==> src/rtl/nz_pingpong_buf_pkg.sv <==
// Shared definitions for the sparse-dense multiply datapath: default widths
// of the compressed nonzero stream and the per-bank state enum used by the
// ping-pong row buffer, the sparse loader and the MAC controller.
package nz_pingpong_buf_pkg;

  localparam int unsigned NZ_DATA_W = 16;  // nonzero value width
  localparam int unsigned NZ_COL_W  = 8;   // column index width
  localparam int unsigned NZ_DEPTH  = 16;  // max entries per bank (power of two)

  // Write-side bank cycles FILL -> FULL, read-side bank cycles DRAIN -> FREE.
  typedef enum logic [1:0] {
    FILL  = 2'd0,
    FULL  = 2'd1,
    DRAIN = 2'd2,
    FREE  = 2'd3
  } bank_state_t;

endpackage

==> src/rtl/nz_bank.sv <==
// One bank of the nonzero row buffer: DEPTH x {value, col, last} storage with
// a write port addressed by the bank's own fill count and a combinational
// read port.
//   clk, reset      : clock, asynchronous active-low reset (clears count)
//   wr_en           : store {wr_value, wr_col, wr_last} at index count
//   clr             : restart filling (count to 0)
//   rd_addr         : read index; rd_value/rd_col/rd_last show that entry
//   count           : number of entries stored in the current row
module nz_bank #(
  parameter int unsigned DATA_W = 16,
  parameter int unsigned COL_W  = 8,
  parameter int unsigned DEPTH  = 16,
  localparam int unsigned PTR_W = $clog2(DEPTH),
  localparam int unsigned CNT_W = PTR_W + 1
) (
  input  logic              clk,
  input  logic              reset,
  input  logic              wr_en,
  input  logic [DATA_W-1:0] wr_value,
  input  logic [COL_W-1:0]  wr_col,
  input  logic              wr_last,
  input  logic              clr,
  input  logic [PTR_W-1:0]  rd_addr,
  output logic [DATA_W-1:0] rd_value,
  output logic [COL_W-1:0]  rd_col,
  output logic              rd_last,
  output logic [CNT_W-1:0]  count
);

  localparam int unsigned ENT_W = DATA_W + COL_W + 1;

  // Contents need no reset: they are only visible while the bank is DRAIN.
  logic [ENT_W-1:0] mem [DEPTH];

  always_ff @(posedge clk) begin
    if (wr_en) begin
      mem[count[PTR_W-1:0]] <= {wr_value, wr_col, wr_last};
    end
  end

  always_ff @(posedge clk or negedge reset) begin
    if (!reset) begin
      count <= '0;
    end else if (clr) begin
      count <= '0;
    end else if (wr_en) begin
      count <= count + CNT_W'(1);
    end
  end

  assign {rd_value, rd_col, rd_last} = mem[rd_addr];

endmodule

==> src/rtl/nz_pingpong_buf.sv <==
// Double-buffered nonzero row buffer. One bank is filled with the compressed
// nonzero stream of a sparse row while the other is drained to the MAC array;
// the banks exchange on a one-cycle swap pulse once the write bank holds a
// complete row and the read bank has been fully drained.
//   clk, reset                         : clock, asynchronous active-low reset
//   in_valid/in_ready                  : upstream handshake
//   in_value/in_col/in_last            : nonzero entry, last marks row end
//   out_valid/out_ready                : downstream handshake
//   out_value/out_col/out_last         : entry at read pointer (0 when idle)
//   swap                               : banks exchange at end of this cycle
//   wr_bank/rd_bank                    : bank currently written / read
//   overflow                           : sticky, a row exceeded DEPTH entries
module nz_pingpong_buf
  import nz_pingpong_buf_pkg::*;
#(
  parameter int unsigned DATA_W = NZ_DATA_W,
  parameter int unsigned COL_W  = NZ_COL_W,
  parameter int unsigned DEPTH  = NZ_DEPTH
) (
  input  logic              clk,
  input  logic              reset,
  input  logic              in_valid,
  output logic              in_ready,
  input  logic [DATA_W-1:0] in_value,
  input  logic [COL_W-1:0]  in_col,
  input  logic              in_last,
  output logic              out_valid,
  input  logic              out_ready,
  output logic [DATA_W-1:0] out_value,
  output logic [COL_W-1:0]  out_col,
  output logic              out_last,
  output logic              swap,
  output logic              wr_bank,
  output logic              rd_bank,
  output logic              overflow
);

  localparam int unsigned PTR_W = $clog2(DEPTH);
  localparam int unsigned CNT_W = PTR_W + 1;

  bank_state_t st0, st1, st0_nxt, st1_nxt;
  bank_state_t wr_st, rd_st, wr_st_nxt, rd_st_nxt;

  logic [PTR_W-1:0]  rd_ptr;
  logic [CNT_W-1:0]  cnt0, cnt1, wr_cnt;
  logic [DATA_W-1:0] value0, value1, raw_value;
  logic [COL_W-1:0]  col0, col1, raw_col;
  logic              last0, last1, raw_last;
  logic              accept, rd_hs, at_limit, stored_last;

  // Role view of the two physical banks.
  assign wr_st   = wr_bank ? st1 : st0;
  assign rd_st   = wr_bank ? st0 : st1;
  assign rd_bank = ~wr_bank;

  assign in_ready  = (wr_st == FILL);
  assign out_valid = (rd_st == DRAIN);
  assign swap      = (wr_st == FULL) && (rd_st == FREE);

  assign accept = in_valid && in_ready;
  assign rd_hs  = out_valid && out_ready;

  assign wr_cnt      = wr_bank ? cnt1 : cnt0;
  assign at_limit    = (wr_cnt == CNT_W'(DEPTH - 1));
  // The DEPTH-th entry always closes the row, marked last whether or not
  // upstream said so.
  assign stored_last = in_last | at_limit;

  assign raw_value = wr_bank ? value0 : value1;
  assign raw_col   = wr_bank ? col0   : col1;
  assign raw_last  = wr_bank ? last0  : last1;

  assign out_value = out_valid ? raw_value : '0;
  assign out_col   = out_valid ? raw_col   : '0;
  assign out_last  = out_valid ? raw_last  : 1'b0;

  // Next state computed per role, then mapped back onto physical banks.
  always_comb begin
    wr_st_nxt = wr_st;
    rd_st_nxt = rd_st;
    if (swap) begin
      wr_st_nxt = DRAIN;
      rd_st_nxt = FILL;
    end else begin
      if (accept && stored_last) wr_st_nxt = FULL;
      if (rd_hs && raw_last)     rd_st_nxt = FREE;
    end
    st0_nxt = wr_bank ? rd_st_nxt : wr_st_nxt;
    st1_nxt = wr_bank ? wr_st_nxt : rd_st_nxt;
  end

  always_ff @(posedge clk or negedge reset) begin
    if (!reset) begin
      st0      <= FILL;
      st1      <= FREE;
      wr_bank  <= 1'b0;
      rd_ptr   <= '0;
      overflow <= 1'b0;
    end else begin
      st0 <= st0_nxt;
      st1 <= st1_nxt;
      if (swap) begin
        wr_bank <= ~wr_bank;
        rd_ptr  <= '0;
      end else if (rd_hs) begin
        rd_ptr <= rd_ptr + PTR_W'(1);
      end
      if (accept && at_limit && !in_last) begin
        overflow <= 1'b1;
      end
    end
  end

  nz_bank #(
    .DATA_W (DATA_W),
    .COL_W  (COL_W),
    .DEPTH  (DEPTH)
  ) u_bank0 (
    .clk      (clk),
    .reset    (reset),
    .wr_en    (accept && !wr_bank),
    .wr_value (in_value),
    .wr_col   (in_col),
    .wr_last  (stored_last),
    .clr      (swap && wr_bank),
    .rd_addr  (rd_ptr),
    .rd_value (value0),
    .rd_col   (col0),
    .rd_last  (last0),
    .count    (cnt0)
  );

  nz_bank #(
    .DATA_W (DATA_W),
    .COL_W  (COL_W),
    .DEPTH  (DEPTH)
  ) u_bank1 (
    .clk      (clk),
    .reset    (reset),
    .wr_en    (accept && wr_bank),
    .wr_value (in_value),
    .wr_col   (in_col),
    .wr_last  (stored_last),
    .clr      (swap && !wr_bank),
    .rd_addr  (rd_ptr),
    .rd_value (value1),
    .rd_col   (col1),
    .rd_last  (last1),
    .count    (cnt1)
  );

endmodule

==> config.mk <==
export PLATFORM = sky130hd
export DESIGN_NAME = nz_pingpong_buf
export DESIGN_NICKNAME = d
export VERILOG_FILES = /design/src/rtl/nz_pingpong_buf_pkg.sv /design/src/rtl/nz_bank.sv /design/src/rtl/nz_pingpong_buf.sv
export SDC_FILE = /design/constraint.sdc
export NUM_CORES = 1
export LEC_CHECK = 0
export BUFFER_PORTS_ARGS = -buffer_cell sky130_fd_sc_hd__buf_2
export CAP_MARGIN = 25
export CORE_UTILIZATION = 50
export CTS_CLUSTER_DIAMETER = 40
export DETAILED_ROUTE_END_ITERATION = 8
export HOLD_SLACK_MARGIN = 0.03
export PLACE_DENSITY = 0.68
export SYNTH_ARGS = -nofsm -noshare
export SYNTH_HDL_FRONTEND = slang
export SYNTH_SLANG_ARGS = --single-unit
==> constraint.sdc <==
create_clock -name clk -period 11.5 [get_ports clk]
set_input_delay 1.725 -clock clk [delete_from_list [all_inputs] [get_ports clk]]
set_output_delay 1.725 -clock clk [all_outputs]
set_load 0.05 [all_outputs]
## Yosys cells after proc, flatten, opt, wreduce, memory -nomap -nowiden

Memories as Yosys holds them, arrays and structs flattened.
Index checks and enable logic that the tools add are counted.

- Register bits: 20
- Latch bits: 0
- Bits in writable memories: 800
- Bits in read-only memories: 0
- Input port bits: 29
- Output and inout bits: 31
- Logic and storage cells: 60
- Memories kept: 2

Memory list:

| name | depth | bits a word | read ports | clocked after memory_dff | write ports | RTL line | source |
|---|---|---|---|---|---|---|---|
| u_bank0.mem | 16 | 25 | 1 | 0 | 1 | nz_bank.sv:33 | `logic [ENT_W-1:0] mem [DEPTH];` |
| u_bank1.mem | 16 | 25 | 1 | 0 | 1 | nz_bank.sv:33 |  |

- $add $sub $neg: 3
- Multipliers: 0
- Div/mod/pow operators: 0
- Magnitude comparators: 0
- Eq/ne operators: 4
- Shifts and indexed selects: 0
- Mux-type cells: 25
- Bitwise gates (word level): 2
- Reduce and logical (&&, ||, !) cells: 17

Operator list:

| operator | count |
|---|---|
| two-way mux 16 bit | 2 |
| two-way mux 5 bit | 5 |
| two-way mux 2 bit | 8 |
| two-way mux 8 bit | 2 |
| logical AND 1 bit | 11 |
| adder 5 x 1 -> 5 bit (second input constant) | 2 |
| two-way mux 4 bit | 2 |
| two-way mux 1 bit | 6 |
| nonzero test 2 bit | 3 |
| == test 5 x 4 -> 1 bit (second input constant) | 1 |
| adder 4 x 1 -> 4 bit (second input constant) | 1 |
| == test 2 bit (second input constant) | 2 |
| == test 2 x 1 -> 1 bit (second input constant) | 1 |
| zero test 1 bit | 2 |
| zero test 2 bit | 1 |
| NOT 1 bit | 1 |
| OR 1 bit | 1 |

## Longest topological paths before layout

Gate-level depths: netlist of run 1.

- Word-level depth: 7
- Mapped depth: 9
- Mapped depth without buffers: 7

## By module

Synthesis of run 1 repeated with hierarchy kept, for this count alone.

- Cell total of the unflattened synthesis: 1459
- Area, all modules: 31731.7 um^2

By module, submodules not included:

| module | times used | cells an instance | area an instance (um^2) | seq. area each (um^2) |
|---|---|---|---|---|
| nz_bank | 2 | 666 | 15328.5 | 12136.6 |
| nz_pingpong_buf | 1 | 127 | 1074.8 | 252.7 |

## Worst setup path before layout of run 1

No wires, ideal clock.

- Kind: input-to-reg
- From: input port in_valid
- To: memory u_bank1.mem[11][0] in the netlist's numbering (enable)
- Library setup time: 444 ps
- Arrival time: 4183 ps
- Required time: 11056 ps
- Path slack: 6873 ps
- Stages: 5
- Path buffers: 1
- Cell sequence: o21ai_1 buf_2 nor2_1 nand2_1 nor3b_1

- Cells in the longest elaborated chain, start to end: 4

RTL lines:

| element | RTL line | source |
|---|---|---|
| from (decl) | nz_pingpong_buf.sv:22 | `input logic in_valid,` |
| logical AND 1 bit | nz_pingpong_buf.sv:60 | `assign accept = in_valid && in_ready;` |
| logical AND 1 bit | nz_pingpong_buf.sv:140 | `.wr_en (accept && wr_bank),` |
| two-way mux 1 bit | nz_bank.sv:36 | `if (wr_en) begin` |
| two-way mux 1 bit (implied by the code) | nz_bank.sv:37 | `mem[count[PTR_W-1:0]] <= {wr_value, wr_col, wr_last};` |
| to (decl) | nz_bank.sv:33 |  |

Every way passes these cells.

## Worst setup path after layout of run 1

- From: register rd_ptr[1]
- To: output port out_col[0]

- Cells in the longest elaborated chain, start to end: 3
- Elaborated cells between the ends (all ways): 4
- Classes of those cells: mux: 2; memory: 2

RTL lines:

| element | RTL line | source |
|---|---|---|
| from (decl) | nz_pingpong_buf.sv:44 | `logic [PTR_W-1:0] rd_ptr;` |
| from (signal assigned) | nz_pingpong_buf.sv:106 | `rd_ptr <= rd_ptr + PTR_W'(1);` |
| memory read (16 x 25 bit) | -- |  |
| two-way mux 8 bit * | nz_pingpong_buf.sv:70 | `assign raw_col = wr_bank ? col0 : col1;` |
| two-way mux 8 bit * | nz_pingpong_buf.sv:74 | `assign out_col = out_valid ? raw_col : '0;` |
| to (decl) | nz_pingpong_buf.sv:30 | `output logic [COL_W-1:0] out_col,` |

Every way passes the cells marked *; elsewhere a longest branch is shown, timed or not.

==> flow_metrics.env, run 1 <==
export IMPL_clkTransAtPathRegs_ns=0.06
export IMPL_avgRoutedWirePerCell_um=30.3
export IMPL_start_kind="register"
export IMPL_maxCapViolCount=0
export IMPL_fin_skew_ns=0.0146
export IMPL_io_pins=60
export IMPL_cts_setup_buffers=0
export IMPL_start_util_pct=50.5
export IMPL_synth_edff_count=800
export IMPL_syn_nets=1415
export IMPL_ys_seq_area_share_pct=77.1
export IMPL_grt_first_pass_wirelength_mm=107
export IMPL_synthArstFlopShare_pct=2.44
export IMPL_gr_usage_all_layers_pct=23.6
export IMPL_cts_inserted_buffers=100
export IMPL_setup_tns_ns=0
export IMPL_synthFlopType="edfxtp_1"
export IMPL_gp_congestion=0.764
export IMPL_path_max_fanout=55
export IMPL_setup_viol=0
export IMPL_cp_slowest_stage_delay_ns=0.86
export IMPL_syn2layout_area_growth_pct=15.8
export IMPL_tightest_slew_ns=1.09
export IMPL_drt_vias_per_instance=6.23
export IMPL_cts_tree="yes"
export IMPL_relSlewSlack_pct=27.2
export IMPL_cts_buffer_depth=3
export IMPL_mostFrequentLayoutCells="edfxtp_1, mux4_2, clkbuf_16"
export IMPL_synth_seq_cells=820
export IMPL_yosysUniqueCellTypes=42
export IMPL_yosys_warnings=0
export IMPL_place_ws_ns=5.94
export IMPL_clock_latency_ns=0.65
export IMPL_crit_family="buffers and inverters"
export IMPL_ant_nets=0
export IMPL_antenna_found_initial=8
export IMPL_critical_path_class="register to output pin"
export IMPL_critical_path_arrival_ns=4.53
export IMPL_multi_input_area_um2=6710
export IMPL_crit_path_top_delay_cell="dfrtp_4"
export IMPL_core_um2=63000
export IMPL_period_share_pct=54.4
export IMPL_ir_drop_v=0.000122
export IMPL_grt_overflow_total=0
export IMPL_p_per_area_nw_per_um2=182
export IMPL_rsz0062_at_grt="false"
export IMPL_cts_root_buf="clkbuf_16"
export IMPL_critPathCaptureType="output pin"
export IMPL_post_cts_resize_count=0
export IMPL_die_y_um=254
export IMPL_die_area_um2=64600
export IMPL_wirelength_mm=73.6
export IMPL_period_needed_ns=6.25
export IMPL_seq_area_um2=24500
export IMPL_path_cells="buf_4 -> buf_4 -> mux4_2 -> mux4_2 -> inv_1 -> o22ai_1 -> buf_2"
export IMPL_grt_pass1_vias=15644
export IMPL_hold_viol=0
export IMPL_critPathRequiredTime_ns=9.78
export IMPL_die_width_um=254
export IMPL_finalMaxSlewViolations=0
export IMPL_fillers=4394
export IMPL_vias=15173
export IMPL_syn_inst=1377
export IMPL_clock_sinks=820
export IMPL_nNetsFinal=1542
export IMPL_outcome="complete, no violations"
export IMPL_firstDrtPassIters=7
export IMPL_grt_max_degree=85
export IMPL_layout_drive_gt1_share_pct=34.1
export IMPL_synth_area_um2=31800
export IMPL_fmax_mhz=160
export IMPL_setup_ws_ns=5.25
export IMPL_place_detailed_hpwl_mm=37.8
export IMPL_rows=92
export IMPL_drtIter0Drc=1900
export IMPL_syn_area_per_cell_um2=23.1
export IMPL_hold_path_class="register to register"
export IMPL_io_buffers=59
export IMPL_cts_hold_buf=0
export IMPL_final_common_cell="edfxtp_1"
export IMPL_total_leakage_power_nw=11.6
export IMPL_drcViolationCount=0
export IMPL_ctsHtreeMaxLevel=3
export IMPL_critical_path_buf_inv_count=4
routing by layer:
| metal | up-vias | part of all wire [%] | GRT usage (%) |
|---|---|---|---|
| li1 | 6074 | - | - |
| met1 | 8148 | 42 | 34.5 |
| met2 | 783 | 47 | 35.8 |
| met3 | 160 | 8.6 | 5.24 |
| met4 | 8 | 2.6 | 7.76 |
| met5 | - | 0.077 | 0 |
synthesized netlist by cell type (3+ instances only):
cell | number | area (µm²)
nor3b_1 | 5 | 37.5
nand2_1 | 23 | 86.3
clkbuf_1 | 38 | 143
and3_1 | 9 | 56.3
a21oi_1 | 10 | 50.1
buf_6 | 20 | 225
and2_1 | 18 | 113
dfrtp_1 | 18 | 450
mux4_2 | 240 | 5410
buf_2 | 13 | 65.1
a22oi_1 | 4 | 30.0
xor2_1 | 5 | 43.8
o22ai_1 | 27 | 169
xnor2_1 | 3 | 26.3
nor2_1 | 14 | 52.6
inv_1 | 54 | 203
nand3_1 | 9 | 45.0
edfxtp_1 | 800 | 24000
mux2i_1 | 19 | 190
nor3_1 | 7 | 35.0
ha_1 | 9 | 113
worst reg2reg max path, stage by stage, from the launching register on:
cell and delay [ns]:
dfrtp_4 0.86, buf_4 0.64, buf_4 0.78, mux2i_1 0.35, nand2_1 0.09, nand4b_1 0.14, o22ai_1 0.09, a311oi_1 0.55
o32ai_1 0.18
per-stage QoR:
stage | cells | power, mW | cell area [µm²] | hold WS [ns] | util, %
floorplan | 1377 | 3.46 | 31800 | 0.449 | -
global placement | 2230 | 3.53 | 33000 | 0.457 | 52.4
detailed placement | 2243 | 3.54 | 33300 | 0.457 | 52.8
CTS | 2428 | 6.75 | 36700 | 0.484 | 58.3
global route | 2433 | 6.88 | 36800 | 0.497 | 58.5
finish | 2434 | 6.71 | 36800 | 0.484 | 58.5
report_power, final:
group	switching, mW	internal, mW
Combinational	0.100	0.0360
Sequential	0.0264	3.32
Clock	1.24	1.99
Total	1.36	5.35
final timing paths:
check / from / endpoint / slack (ns) / depth (start not counted)
max reg2reg: rd_ptr[1]$_DFFE_PN0P_ / st0[0]$_DFF_PN0_ / 7.67 / 8
max in group asynchronous: reset / rd_ptr[0]$_DFFE_PN0P_ / 10.09 / 1
max: rd_ptr[1]$_DFFE_PN0P_ / out_col[0] / 5.25 / 7
min in group asynchronous: reset / rd_ptr[1]$_DFFE_PN0P_ / 1.04 / 1
min reg2reg: st1[1]$_DFF_PN1_ / st1[1]$_DFF_PN1_ / 0.48 / 2
min: st1[1]$_DFF_PN1_ / st1[1]$_DFF_PN1_ / 0.48 / 2
sequential cells by signal (all words and copies together), names as in the netlist:
| register | cells |
|---|---|
| u_bank0.mem | 400 |
| u_bank1.mem | 400 |
| wr_bank | 1 |
| rd_ptr | 4 |
| u_bank0.count | 5 |
| st1 | 2 |
| st0 | 2 |
| overflow | 1 |
| u_bank1.count | 5 |
final cells by class:
class / instances / share of cell area [%]
tap: 846 / 2.87
clock inverter: 66 / 2.21
multi-input combinational: 428 / 18.2
sequential: 820 / 66.6
timing repair buffer: 98 / 2.30
inverter: 56 / 0.571
antenna: 1 / 0.00679
clock buffer: 119 / 7.22
logic make-up (layout without fill, tap and decap cells):
logic type / after synthesis / in the layout / share of synthesized area [%]
mux: 260 / 260 / 17.6
simple gates: 98 / 98 / 1.62
other cells: 0 / 1 / 0
xor+xnor: 8 / 8 / 0.220
compound gates: 53 / 53 / 1.04
buf+inv: 129 / 339 / 2.05
fa+ha+maj: 9 / 9 / 0.354
flops: 820 / 820 / 77.1
Power figures use the tool's default switching activity.
==> run 2, diff against run 1 <==
--- a/config.mk
+++ b/config.mk
@@ -11,7 +11,7 @@
 export CTS_CLUSTER_DIAMETER = 40
 export DETAILED_ROUTE_END_ITERATION = 8
 export HOLD_SLACK_MARGIN = 0.03
-export PLACE_DENSITY = 0.68
+export PLACE_DENSITY = 0.7
 export SYNTH_ARGS = -nofsm -noshare
 export SYNTH_HDL_FRONTEND = slang
 export SYNTH_SLANG_ARGS = --single-unit
==> constraint.sdc (replaced) <==
create_clock -name clk -period 5.2 [get_ports clk]
set_input_delay 0.78 -clock clk [delete_from_list [all_inputs] [get_ports clk]]
set_output_delay 0.78 -clock clk [all_outputs]
set_load 0.05 [all_outputs]
==> flow_metrics.env, run 2 (synthesized netlist as in run 1, its figures left out) <==
export IMPL_outcome="complete, no violations"
export IMPL_fin_skew_ns=0.0233
export IMPL_antenna_found_initial=3
export IMPL_place_ws_ns=1.19
export IMPL_nNetsFinal=1550
export IMPL_gr_usage_all_layers_pct=23.9
export IMPL_grt_max_degree=63
export IMPL_clkTransAtPathRegs_ns=0.06
export IMPL_drcViolationCount=0
export IMPL_grt_first_pass_wirelength_mm=107
export IMPL_setup_viol=0
export IMPL_fmax_mhz=216
export IMPL_firstDrtPassIters=5
export IMPL_cts_buffer_depth=3
export IMPL_total_leakage_power_nw=11.6
export IMPL_ir_drop_v=0.000268
export IMPL_critPathCaptureType="output pin"
export IMPL_drt_vias_per_instance=6.25
export IMPL_start_kind="register"
export IMPL_clock_latency_ns=0.64
export IMPL_fin_util_pct=58.5
export IMPL_critical_path_arrival_ns=3.85
export IMPL_wirelength_mm=75.0
export IMPL_period_needed_ns=4.63
export IMPL_ant_nets=0
export IMPL_finalMaxSlewViolations=0
export IMPL_cts_root_buf="clkbuf_16"
export IMPL_rrSetupSlack_ns=1.62
export IMPL_grt_pass1_vias=15660
export IMPL_hold_viol=0
export IMPL_fillers=4404
export IMPL_clock_sinks=820
export IMPL_rows=92
export IMPL_drtIter0Drc=1963
export IMPL_rsz0062_at_grt="false"
export IMPL_cts_setup_buffers=0
export IMPL_critPathRequiredTime_ns=4.42
export IMPL_die_width_um=254
export IMPL_final_common_cell="edfxtp_1"
export IMPL_place_detailed_hpwl_mm=40.3
export IMPL_mostFrequentLayoutCells="edfxtp_1, mux4_2, clkbuf_16"
export IMPL_p_per_area_nw_per_um2=394
export IMPL_maxCapViolCount=0
export IMPL_critical_path_class="register to output pin"
export IMPL_path_max_fanout=48
export IMPL_io_buffers=59
export IMPL_grt_overflow_total=0
export IMPL_hold_path_class="input pin to asynchronous set/reset pin"
export IMPL_cts_hold_buf=0
export IMPL_die_area_um2=64600
export IMPL_io_pins=60
export IMPL_dp_cells=2253
export IMPL_syn2layout_area_growth_pct=15.7
export IMPL_avgRoutedWirePerCell_um=30.8
export IMPL_start_util_pct=50.5
export IMPL_cts_inserted_buffers=97
export IMPL_setup_ws_ns=0.569
export IMPL_vias=15236
export IMPL_ctsHtreeMaxLevel=3
export IMPL_tightest_slew_ns=1.09
export IMPL_period_share_pct=89.1
export IMPL_post_cts_resize_count=0
export IMPL_final_cells=2437
export IMPL_setup_tns_ns=0
export IMPL_relSlewSlack_pct=27.2
export IMPL_layout_drive_gt1_share_pct=34.7
export IMPL_cts_tree="yes"
export IMPL_power_total_mw=14.5
export IMPL_gp_congestion=0.752
export IMPL_core_um2=63000
export IMPL_die_y_um=254
-- run 2: final cells by class --
class	instances	area (µm²)	area share, %
diodes	2	5.00	0.0136
clock buffers	107	2550	6.93
clock inverters	69	709	1.93
inverters	56	210	0.571
multi-input cells	428	6710	18.2
flip-flops and latches	820	24500	66.7
well taps	846	1060	2.88
repair buffers	109	1030	2.81
-- run 2: final timing paths --
path / startpoint / endpoint / cells after the start
setup / recovery: rd_ptr[0]$_DFFE_PN0P_ / out_col[7] / 6
setup reg to reg: wr_bank$_DFFE_PN0N_ / u_bank0.mem[15][9]$_DFFE_PP_ / 7
hold reg to reg: overflow$_DFFE_PN0P_ / overflow$_DFFE_PN0P_ / 2
max in group asynchronous: reset / rd_ptr[0]$_DFFE_PN0P_ / 1
min in group clk: in_last / overflow$_DFFE_PN0P_ / 2
hold / removal: reset / overflow$_DFFE_PN0P_ / 1
-- run 2: stage by stage --
stage          instance area (µm²)  hold WS [ns]
3_3_place_gp                 33100         0.451
4_1_cts                      36700        0.0742
5_1_grt                      36800        0.0954
6_report                     36800        0.0895
2_1_floorplan                31800         0.449
3_5_place_dp                 33400         0.458
-- run 2: per-layer routing --
layer	vias to the layer above	wire length [µm]	track usage, %
met5	-	23	0
met3	142	6780	5.56
met2	808	36300	37.3
li1	6109	-	-
met4	4	1950	7.56
met1	8173	29900	33.7
-- run 2: power breakdown --
part	switching, mW	internal (mW)	leakage [nW]
clock network	2.77	4.04	1.59
logic	0.225	0.0832	2.58
registers	0.0563	7.35	7.42
-- run 2: critical path: stages, from the launching register on --
cell and delay, ns:
dfrtp_4 1.04, buf_4 0.48, mux4_2 0.56, mux4_2 0.49
inv_1 0.07, o22ai_1 0.17, buf_2 0.32
==> run 3, diff against run 2 <==
--- a/config.mk
+++ b/config.mk
@@ -12,6 +12,8 @@
 export DETAILED_ROUTE_END_ITERATION = 8
 export HOLD_SLACK_MARGIN = 0.03
 export PLACE_DENSITY = 0.7
+export SETUP_SLACK_MARGIN = 0.3
 export SYNTH_ARGS = -nofsm -noshare
 export SYNTH_HDL_FRONTEND = slang
+export SYNTH_HIERARCHICAL = 1
 export SYNTH_SLANG_ARGS = --single-unit
==> flow_metrics.env, run 3 <==
export IMPL_synthFlopType="edfxtp_1"
export IMPL_critical_path_arrival_ns=3.60
export IMPL_critical_path_class="register to output pin"
export IMPL_dpl_cell_area_um2=33500
export IMPL_outcome="complete, no violations"
export IMPL_clock_latency_ns=0.65
export IMPL_final_cells=2504
export IMPL_cp_slowest_stage_delay_ns=0.88
export IMPL_rsz0062_at_grt="false"
export IMPL_antenna_found_initial=2
export IMPL_layout_drive_gt1_share_pct=31.0
export IMPL_grt_max_degree=61
export IMPL_die_area_um2=64500
export IMPL_grt_overflow_total=0
export IMPL_hold_viol=0
export IMPL_post_cts_resize_count=0
export IMPL_syn2layout_area_growth_pct=16.7
export IMPL_dr_max_layer_used="met5"
export IMPL_avgRoutedWirePerCell_um=28.9
export IMPL_syn_inst=1459
export IMPL_final_common_cell="edfxtp_1"
export IMPL_ir_drop_v=0.000478
export IMPL_antenna_cells=0
export IMPL_gr_usage_all_layers_pct=22.9
export IMPL_start_util_pct=51.0
export IMPL_total_leakage_power_nw=11.5
export IMPL_cts_tree="yes"
export IMPL_synthArstFlopShare_pct=2.44
export IMPL_rows=91
export IMPL_path_cells="buf_12 -> mux4_2 -> a22oi_1 -> nand2_1 -> mux2i_1 -> nor2_1 -> buf_2"
export IMPL_nNetsFinal=1627
export IMPL_grt_pass1_vias=15885
export IMPL_cts_hold_buf=0
export IMPL_ys_top_cells_by_area="edfxtp_1, mux4_2, a22oi_1, dfrtp_1, mux2i_1"
export IMPL_place_detailed_hpwl_mm=39.7
export IMPL_clkTransAtPathRegs_ns=0.06
export IMPL_vias=15546
export IMPL_dr_wl_met3_mm=6.05
export IMPL_grt_first_pass_wirelength_mm=105
export IMPL_critical_path_buf_inv_count=2
export IMPL_synth_most_common_cell="edfxtp_1"
export IMPL_die_y_um=254
export IMPL_gp_congestion=0.752
export IMPL_ys_seq_area_share_pct=77.3
export IMPL_io_pins=60
export IMPL_yosysUniqueCellTypes=44
export IMPL_yosys_warnings=6
export IMPL_cts_root_buf="clkbuf_16"
export IMPL_synth_seq_cells=820
export IMPL_synth_area_um2=31700
export IMPL_final_area_um2=37000
export IMPL_firstDrtPassIters=6
export IMPL_ctsHtreeMaxLevel=3
export IMPL_fmax_mhz=228
export IMPL_io_buffers=59
export IMPL_fin_skew_ns=0.0169
export IMPL_yosys_area_top_type="edfxtp_1"
export IMPL_finalMaxSlewViolations=0
export IMPL_synth_edff_count=800
export IMPL_setup_tns_ns=0
export IMPL_period_needed_ns=4.38
export IMPL_core_um2=62200
export IMPL_crit_path_top_delay_cell="dfrtp_4"
export IMPL_p_per_area_nw_per_um2=406
export IMPL_setup_viol=0
export IMPL_synth_top_cell_area_share_pct=75.7
export IMPL_crit_family="multiplexers"
export IMPL_wirelength_mm=72.3
export IMPL_period_share_pct=84.2
export IMPL_ant_nets=0
export IMPL_power_total_mw=15.0
export IMPL_hold_path_class="input pin to asynchronous set/reset pin"
export IMPL_cts_setup_buffers=0
export IMPL_met1Wirelength_mm=29.3
export IMPL_start_kind="register"
export IMPL_tightest_slew_ns=1.09
export IMPL_relSlewSlack_pct=27.2
export IMPL_drtIter0Drc=1760
export IMPL_drcViolationCount=0
export IMPL_cts_inserted_buffers=97
export IMPL_die_width_um=254
export IMPL_cts_buffer_depth=3
export IMPL_clock_sinks=820
export IMPL_path_max_fanout=45
export IMPL_drt_vias_per_instance=6.21
export IMPL_wl_met2_mm=35.3
export IMPL_syn_area_per_cell_um2=21.7
export IMPL_dp_cells=2315
export IMPL_maxCapViolCount=0
export IMPL_synth_common_cells="edfxtp_1, mux4_2, a22oi_1"
export IMPL_syn_nets=1497
export IMPL_critPathCaptureType="output pin"
export IMPL_mostFrequentLayoutCells="edfxtp_1, mux4_2, a22oi_1"
export IMPL_critPathRequiredTime_ns=4.42
## run 3: area by class of cell
| cell class | count | area [µm²] |
|---|---|---|
| clock buffer | 112 | 2510 |
| clock inverter | 65 | 719 |
| fill | 4326 | 25100 |
| inverter | 9 | 33.8 |
| multi-input combinational | 548 | 6960 |
| sequential | 820 | 24500 |
| tap | 837 | 1050 |
| timing repair buffer | 113 | 1220 |
## run 3: kinds of logic after synthesis
kind of cell	share of synthesized area (%)
muxes	15.1
AOI/OAI and AO/OA	2.81
xor gates and xnor gates	0.193
buffers and inverters	1.59
adders and majority gates	0.355
DFF	77.3
and+or+nand+nor	2.65
## run 3: worst paths after layout
path | start | endpoint | slack, ns | cells past startpoint
max | rd_ptr[0]$_DFFE_PN0P_ | out_value[3] | 0.82 | 7
min in group clk | in_valid | overflow$_DFFE_PN0P_ | 0.43 | 2
max reg2reg | rd_ptr[0]$_DFFE_PN0P_ | st1[0]$_DFF_PN1_ | 2.17 | 8
min reg2reg | overflow$_DFFE_PN0P_ | overflow$_DFFE_PN0P_ | 0.48 | 1
max in group asynchronous | reset | rd_ptr[1]$_DFFE_PN0P_ | 4.73 | 1
min | reset | rd_ptr[0]$_DFFE_PN0P_ | 0.1 | 1
## run 3: layer usage
layer  vias to the layer above  GRT usage, %
met3                       119          4.61
met1                      8296          32.3
met5                         -             0
met4                         2          6.44
li1                       6395             -
met2                       734          36.7
## run 3: report_power, final
| group | switching (mW) | total [mW] | internal, mW |
|---|---|---|---|
| Combinational | 0.478 | 0.669 | 0.191 |
| Sequential | 0.0946 | 7.62 | 7.52 |
| Clock | 2.69 | 6.74 | 4.05 |
## run 3: metrics by stage
step	hold WS [ns]	util [%]	worst slack, ns
CTS	0.0721	59.1	0.740
floorplan	0.484	-	1.39
detailed placement	0.468	53.9	1.44
finish	0.0995	59.6	0.823
global route	0.108	59.6	0.577
global placement	0.448	53.3	1.51
